<file path="src/rtl/grant_pkg.sv">
// Phase encoding shared by the lease controller and the downstream grant FSM,
// plus a helper for deriving counter widths.
package grant_pkg;

   typedef enum logic [1:0] {
      IDLE       = 2'd0,
      REQUESTING = 2'd1,
      GRANT      = 2'd2,
      REVOKE     = 2'd3
   } phase_e;

   function automatic int max(input int a, input int b);
      return (a > b) ? a : b;
   endfunction

endpackage

</file>
<file path="src/rtl/lease_down_counter.sv">
// Loadable saturating down-counter, time-shared between the lease and the
// revoke-handshake phases of grant_lease_ctrl.
module lease_down_counter #(
   parameter int W = 8
) (
   input  logic         i_ck,
   input  logic         i_arst,
   input  logic         i_load,
   input  logic [W-1:0] i_value,
   input  logic         i_decrement,
   output logic [W-1:0] o_count,
   output logic         o_zero
);

   logic [W-1:0] count_d;
   logic [W-1:0] count_q;

   // next count: load has priority, decrement stops at zero
   always_comb begin
      count_d = count_q;
      if (i_load) begin
         count_d = i_value;
      end else if (i_decrement && (count_q != '0)) begin
         count_d = count_q - W'(1);
      end else begin
         count_d = count_q;
      end
   end

   // count register
   always_ff @(posedge i_ck or posedge i_arst) begin
      if (i_arst) begin
         count_q <= '0;
      end else begin
         count_q <= count_d;
      end
   end

   assign o_count = count_q;
   assign o_zero  = (count_q == '0);

endmodule

</file>
<file path="src/rtl/grant_lease_ctrl.sv">
// Drives the downstream request/grant/revoke FSM with single-cycle transition
// strobes, bounding both the lease and the revoke handshake.
module grant_lease_ctrl
   import grant_pkg::*;
#(
   parameter  int LEASE_CYCLES   = 256,
   parameter  int REVOKE_TIMEOUT = 64,
   localparam int CNT_W          = $clog2(max(LEASE_CYCLES, REVOKE_TIMEOUT) + 1)
) (
   input  logic             i_ck,
   input  logic             i_arst,
   input  logic             i_req,
   input  logic             i_arbGrant,
   input  logic             i_release,
   input  logic             i_revokeAck,
   input  logic             i_granted,
   output logic             o_transition1,
   output logic             o_transition2,
   output logic             o_transition3,
   output logic             o_transition4,
   output logic [CNT_W-1:0] o_leaseRemaining,
   output logic             o_leaseExpired,
   output logic             o_revokeTimeout,
   output logic             o_mismatch
);

   phase_e             state_q;
   phase_e             state_d;
   logic               was_leased_q;
   logic               mismatch_q;
   logic               mismatch_now_s;
   logic               cnt_load_s;
   logic [CNT_W-1:0]   cnt_value_s;
   logic               cnt_dec_s;
   logic [CNT_W-1:0]   cnt_s;
   logic               cnt_zero_s;

   // shadow phase register plus one-cycle history of LEASED for the grace window
   always_ff @(posedge i_ck or posedge i_arst) begin
      if (i_arst) begin
         state_q      <= IDLE;
         was_leased_q <= 1'b0;
      end else begin
         state_q      <= state_d;
         was_leased_q <= (state_q == GRANT);
      end
   end

   // next phase, strobes and counter control
   always_comb begin
      state_d         = state_q;
      o_transition1   = 1'b0;
      o_transition2   = 1'b0;
      o_transition3   = 1'b0;
      o_transition4   = 1'b0;
      o_leaseExpired  = 1'b0;
      o_revokeTimeout = 1'b0;
      cnt_load_s      = 1'b0;
      cnt_value_s     = '0;
      case (state_q)
         IDLE: begin
            if (i_req) begin
               o_transition1 = 1'b1;
               state_d       = REQUESTING;
            end else begin
               state_d = IDLE;
            end
         end
         REQUESTING: begin
            // a dropped request cannot abort here; the lease is released once granted
            if (i_arbGrant) begin
               o_transition2 = 1'b1;
               state_d       = GRANT;
               cnt_load_s    = 1'b1;
               cnt_value_s   = CNT_W'(LEASE_CYCLES - 1);
            end else begin
               state_d = REQUESTING;
            end
         end
         GRANT: begin
            o_leaseExpired = cnt_zero_s;
            if (i_release || !i_req || cnt_zero_s) begin
               o_transition3 = 1'b1;
               state_d       = REVOKE;
               cnt_load_s    = 1'b1;
               cnt_value_s   = CNT_W'(REVOKE_TIMEOUT - 1);
            end else begin
               state_d = GRANT;
            end
         end
         REVOKE: begin
            if (i_revokeAck) begin
               o_transition4 = 1'b1;
               state_d       = IDLE;
            end else if (cnt_zero_s) begin
               o_transition4   = 1'b1;
               o_revokeTimeout = 1'b1;
               state_d         = IDLE;
            end else begin
               state_d = REVOKE;
            end
         end
         default: begin
            state_d = IDLE;
         end
      endcase
   end

   assign cnt_dec_s = ((state_q == GRANT) || (state_q == REVOKE)) && !cnt_load_s;

   lease_down_counter #(
      .W (CNT_W)
   ) u_counter (
      .i_ck        (i_ck),
      .i_arst      (i_arst),
      .i_load      (cnt_load_s),
      .i_value     (cnt_value_s),
      .i_decrement (cnt_dec_s),
      .o_count     (cnt_s),
      .o_zero      (cnt_zero_s)
   );

   assign o_leaseRemaining = (state_q == GRANT) ? cnt_s : '0;

   // grant must be seen from the second LEASED cycle on, and never before the lease
   assign mismatch_now_s = (was_leased_q && (state_q == GRANT) && !i_granted)
                         || (((state_q == IDLE) || (state_q == REQUESTING)) && i_granted);

   // sticky mismatch flag, cleared only by reset
   always_ff @(posedge i_ck or posedge i_arst) begin
      if (i_arst) begin
         mismatch_q <= 1'b0;
      end else begin
         mismatch_q <= mismatch_q | mismatch_now_s;
      end
   end

   assign o_mismatch = mismatch_q | mismatch_now_s;

endmodule

</file>
<file path="config.mk">
export PLATFORM = sky130hd
export DESIGN_NAME = grant_lease_ctrl
export DESIGN_NICKNAME = d
export VERILOG_FILES = /design/src/rtl/grant_pkg.sv /design/src/rtl/lease_down_counter.sv /design/src/rtl/grant_lease_ctrl.sv
export SDC_FILE = /design/constraint.sdc
export NUM_CORES = 1
export LEC_CHECK = 0
export CORE_MARGIN = 1
export CORE_UTILIZATION = 49
export DETAILED_ROUTE_END_ITERATION = 8
export PLACE_DENSITY = 0.9
export SETUP_SLACK_MARGIN = 0.2
export SLEW_MARGIN = 25
export SYNTH_ARGS = -nofsm -noshare
export SYNTH_HDL_FRONTEND = slang
export SYNTH_HIERARCHICAL = 1
export SYNTH_SLANG_ARGS = --single-unit
</file>
<file path="constraint.sdc">
create_clock -name i_ck -period 3.2 [get_ports i_ck]
set_input_delay 0.32 -clock i_ck [delete_from_list [all_inputs] [get_ports i_ck]]
set_output_delay 0.32 -clock i_ck [all_outputs]
set_load 0.02 [all_outputs]
</file>
==> summary.md <==
| Metric | Value |
|---|---|
| Outcome | complete, no violations |
| Placer Congestion | 0.832 |
| CP max stage delay | 0.54 ns |
| Yosys warning total | 6 |
| CTS root buf | clkbuf_4 |
| Total GRT Usage | 25.7% |
| Area Overhead vs Synth | 34.4% |
| Global-route wire length before repair | 3860 um |
| Initial drt markers | 29 |
| Post-DP HPWL | 1750 um |
| FMAX | 0.339 GHz |
| CTS H-Tree Depth | 1 |
| Worst slew margin | 64.6% |
| Lkg Pwr | 0.563 nW |
| Power density over the cells | 880 mW/mm^2 |
| Endpoints failing setup | 0 |
| Final Hold Viols | 0 |
| TritonCTS clock tree | yes |
| Worst path top cell family by delay | simple AND/OR/NAND/NOR gates |
| Vias in the first global route | 872 |
| Critical Path AT | 3.16 ns |
| GR Overflow Total | 0 |
| Seq cells post-synth | 13 |
| Commonest non-fill, non-tap cell in the layout | clkdlybuf4s50_1 |
| WHS | 0.244 ns |
| Critical Setup Path Class | reg -> reg |
| Total CTS buffers | 3 |
| CP max FO | 5 |
| Initial antenna violation count | 0 |
| Post-synthesis average cell area | 8.56 sq um |
| Maximum vdd drop | 0.629 mV |
| Netlist cell types | 42 |
| Die W | 46.6 um |
| Rows | 15 |
| FF-to-FF path depth | 10 |
| Fin crit share | 92.1% |
| Tot Pwr | 1.15 mW |
| Cells after synthesis | 114 |
| Post-Route WL | 2460 um |
| Critical R2R Launch | u_counter/o_count[0]$_DFFE_PP0P_ |
| Reg-to-reg slack, setup | 0.25 ns |
| CTS Buffer Depth | 2 |
| Multi-input logic area | 594 sq um |
| Worst slew pin tran | 0.531 ns |
| Setup_tns | 0 ns |
| Slew Limit Fails | 0 |
| DIE HEIGHT | 46.6 um |
| WP buf/inv | 2 |
| RSZ-0062 raised after global routing | no |
| CP endpoint kind | flop |
| Clock transition at path regs | 0.09 ns |
| Worst r2r dst | u_counter/o_count[7]$_DFFE_PP0P_ |
| Most frequent cells in the layout | clkdlybuf4s50_1, dfrtp_1, inv_1 |
| Clk_skew | 0.00132 ns |
| Hold Path Class | in -> async |
| Initial core utilization | 54.2% |
| Vias per inst | 5.86 |
| Post-route antenna net violation count | 0 |
| Nets | 157 |
| Syn Std Cell Area | 976 sq um |
| Ratio of cells with drive above 1 in the final layout | 16.8% |
| Part of the Yosys area used for sequential elements | 33.3% |
| N_diodes | 0 |
| DRT Pass-1 Iters | 4 |
| Clk Latency, worst-skew pair | 0.29 ns |
| I/O pin cnt | 23 |
| Fill cells | 137 |
| Core area | 0.00180 sq mm |
| Critical Path, Cell by Cell | inv_2 -> ha_2 -> or4b_4 -> nor2_2 -> o31ai_2 -> inv_2 -> a211oi_4 -> or4b_4 -> or4_1 -> a31oi_1 |
| CP startpoint kind | flop |
| Clk sink count | 13 |
| IO buf count | 22 |
| # DRC | 0 |
| Vias | 985 |
| Critical Path Slowest Stage Cell | or4b_4 |
| Largest net degree at the start of global routing | 18 |
| Worst Path Required | 3.42 ns |
| Maximum capacitance violations | 0 |
| Register area | 325 sq um |
| Die area | 0.00217 sq mm |
| DR WL/cell | 14.6 um |
| Min Clock Period, post-route | 2.95 ns |
| Syn Nets | 127 |
[layer usage]
layer | routed length [um] | vias up | GRT usage, %
li1 | - | 466 | -
met4 | 70 | 0 | 14.9
met3 | 105 | 11 | 2.75
met1 | 1060 | 471 | 32.6
met2 | 1230 | 37 | 41.7
met5 | 0 | - | 0
[state kept, by name (all words and copies together) (netlist names)]
name	flops
u_counter/o_count	9
state_q	2
mismatch_q	1
was_leased_q	1
[cells by family (layout without fill, tap and decap cells)]
| group | after synthesis | count (layout) | synth area share, % |
|---|---|---|---|
| compound gates | 30 | 30 | 22.6 |
| fa+ha+maj | 6 | 6 | 7.69 |
| buf+inv | 19 | 48 | 7.43 |
| flops | 13 | 13 | 33.3 |
| other cells | 1 | 1 | 0.384 |
| simple gates | 45 | 45 | 28.6 |
[worst max-delay path by stage]
| stage | slack, ns | start | depth (start not counted) | to |
|---|---|---|---|---|
| 2_1_floorplan | 0.27 | u_counter/o_count[0]$_DFFE_PP0P_ | 11 | u_counter/o_count[7]$_DFFE_PP0P_ |
| 3_3_place_gp | 0.34 | u_counter/o_count[0]$_DFFE_PP0P_ | 10 | u_counter/o_count[7]$_DFFE_PP0P_ |
| 3_5_place_dp | 0.21 | u_counter/o_count[0]$_DFFE_PP0P_ | 10 | u_counter/o_count[7]$_DFFE_PP0P_ |
| 4_1_cts | 0.20 | u_counter/o_count[0]$_DFFE_PP0P_ | 10 | u_counter/o_count[7]$_DFFE_PP0P_ |
| 5_1_grt | 0.16 | u_counter/o_count[0]$_DFFE_PP0P_ | 10 | u_counter/o_count[7]$_DFFE_PP0P_ |
| 6_report | 0.25 | u_counter/o_count[0]$_DFFE_PP0P_ | 10 | u_counter/o_count[7]$_DFFE_PP0P_ |
[final cells by class]
class                      count  share of cell area [%]
clock buffer                   3                    1.72
clock inverter                 1                   0.382
inverter                      14                    4.01
multi-input combinational     82                    45.3
sequential                    13                    24.8
tap                           25                    2.39
timing repair buffer          30                    21.4
[synth_stat cells]
cell type,number,area share [%]
nor3_1,2,1.0
buf_2,1,0.51
and3b_2,1,1.0
a2bb2oi_1,1,0.90
a22oi_1,2,1.5
o21a_1,2,1.5
nor2_1,7,2.7
o21ai_0,4,2.1
a31oi_1,2,1.3
and3b_1,1,0.90
clkbuf_1,3,1.2
a21oi_1,5,2.6
and2_1,11,7.1
inv_2,1,0.38
a211o_1,1,0.90
or3b_1,1,0.90
o311ai_0,1,0.90
conb_1,1,0.38
buf_1,1,0.38
o21ai_1,1,0.51
a32oi_1,1,0.90
or3_2,1,0.77
or4b_4,1,1.4
and3_1,1,0.64
o31ai_2,1,1.3
nand3_1,3,1.5
ha_1,6,7.7
o2111ai_1,2,1.8
and2_2,1,0.77
a211oi_2,1,1.3
o211ai_1,3,2.3
nor2b_1,2,1.3
or4b_1,1,1.0
or3_1,1,0.64
dfrtp_1,13,33
nor3b_1,3,2.3
or4_1,4,3.1
o31ai_1,1,0.77
a311o_2,1,1.2
o41ai_1,1,0.90
nand2_1,4,1.5
inv_1,13,5.0
[stage by stage]
| stage | cells | area, sq um | worst slack [ns] | util (%) |
|---|---|---|---|---|
| final | 168 | 1310 | 0.254 | 72.8 |
| after global routing | 168 | 1310 | 0.161 | 72.8 |
| after CTS | 163 | 1260 | 0.205 | 70.2 |
| after detailed placement | 159 | 1240 | 0.206 | 68.7 |
| after global placement | 159 | 1240 | 0.344 | 68.7 |
| after floorplan | 114 | 985 | 0.265 | - |
[repair_timing]
item / 4_1_cts / 5_1_grt
gates resized for setup: 0 / 4
hold buffers: 0 / 0
setup buffers: 0 / 5
setup endpoints to repair: 1 / 10
pin swaps: 1 / 3
[where the power goes]
group,internal (mW),switching [mW]
Combinational,0.326,0.397
Clock,0.0466,0.0629
Sequential,0.237,0.0851
Note: power is estimated with default switching activity, not from simulation.
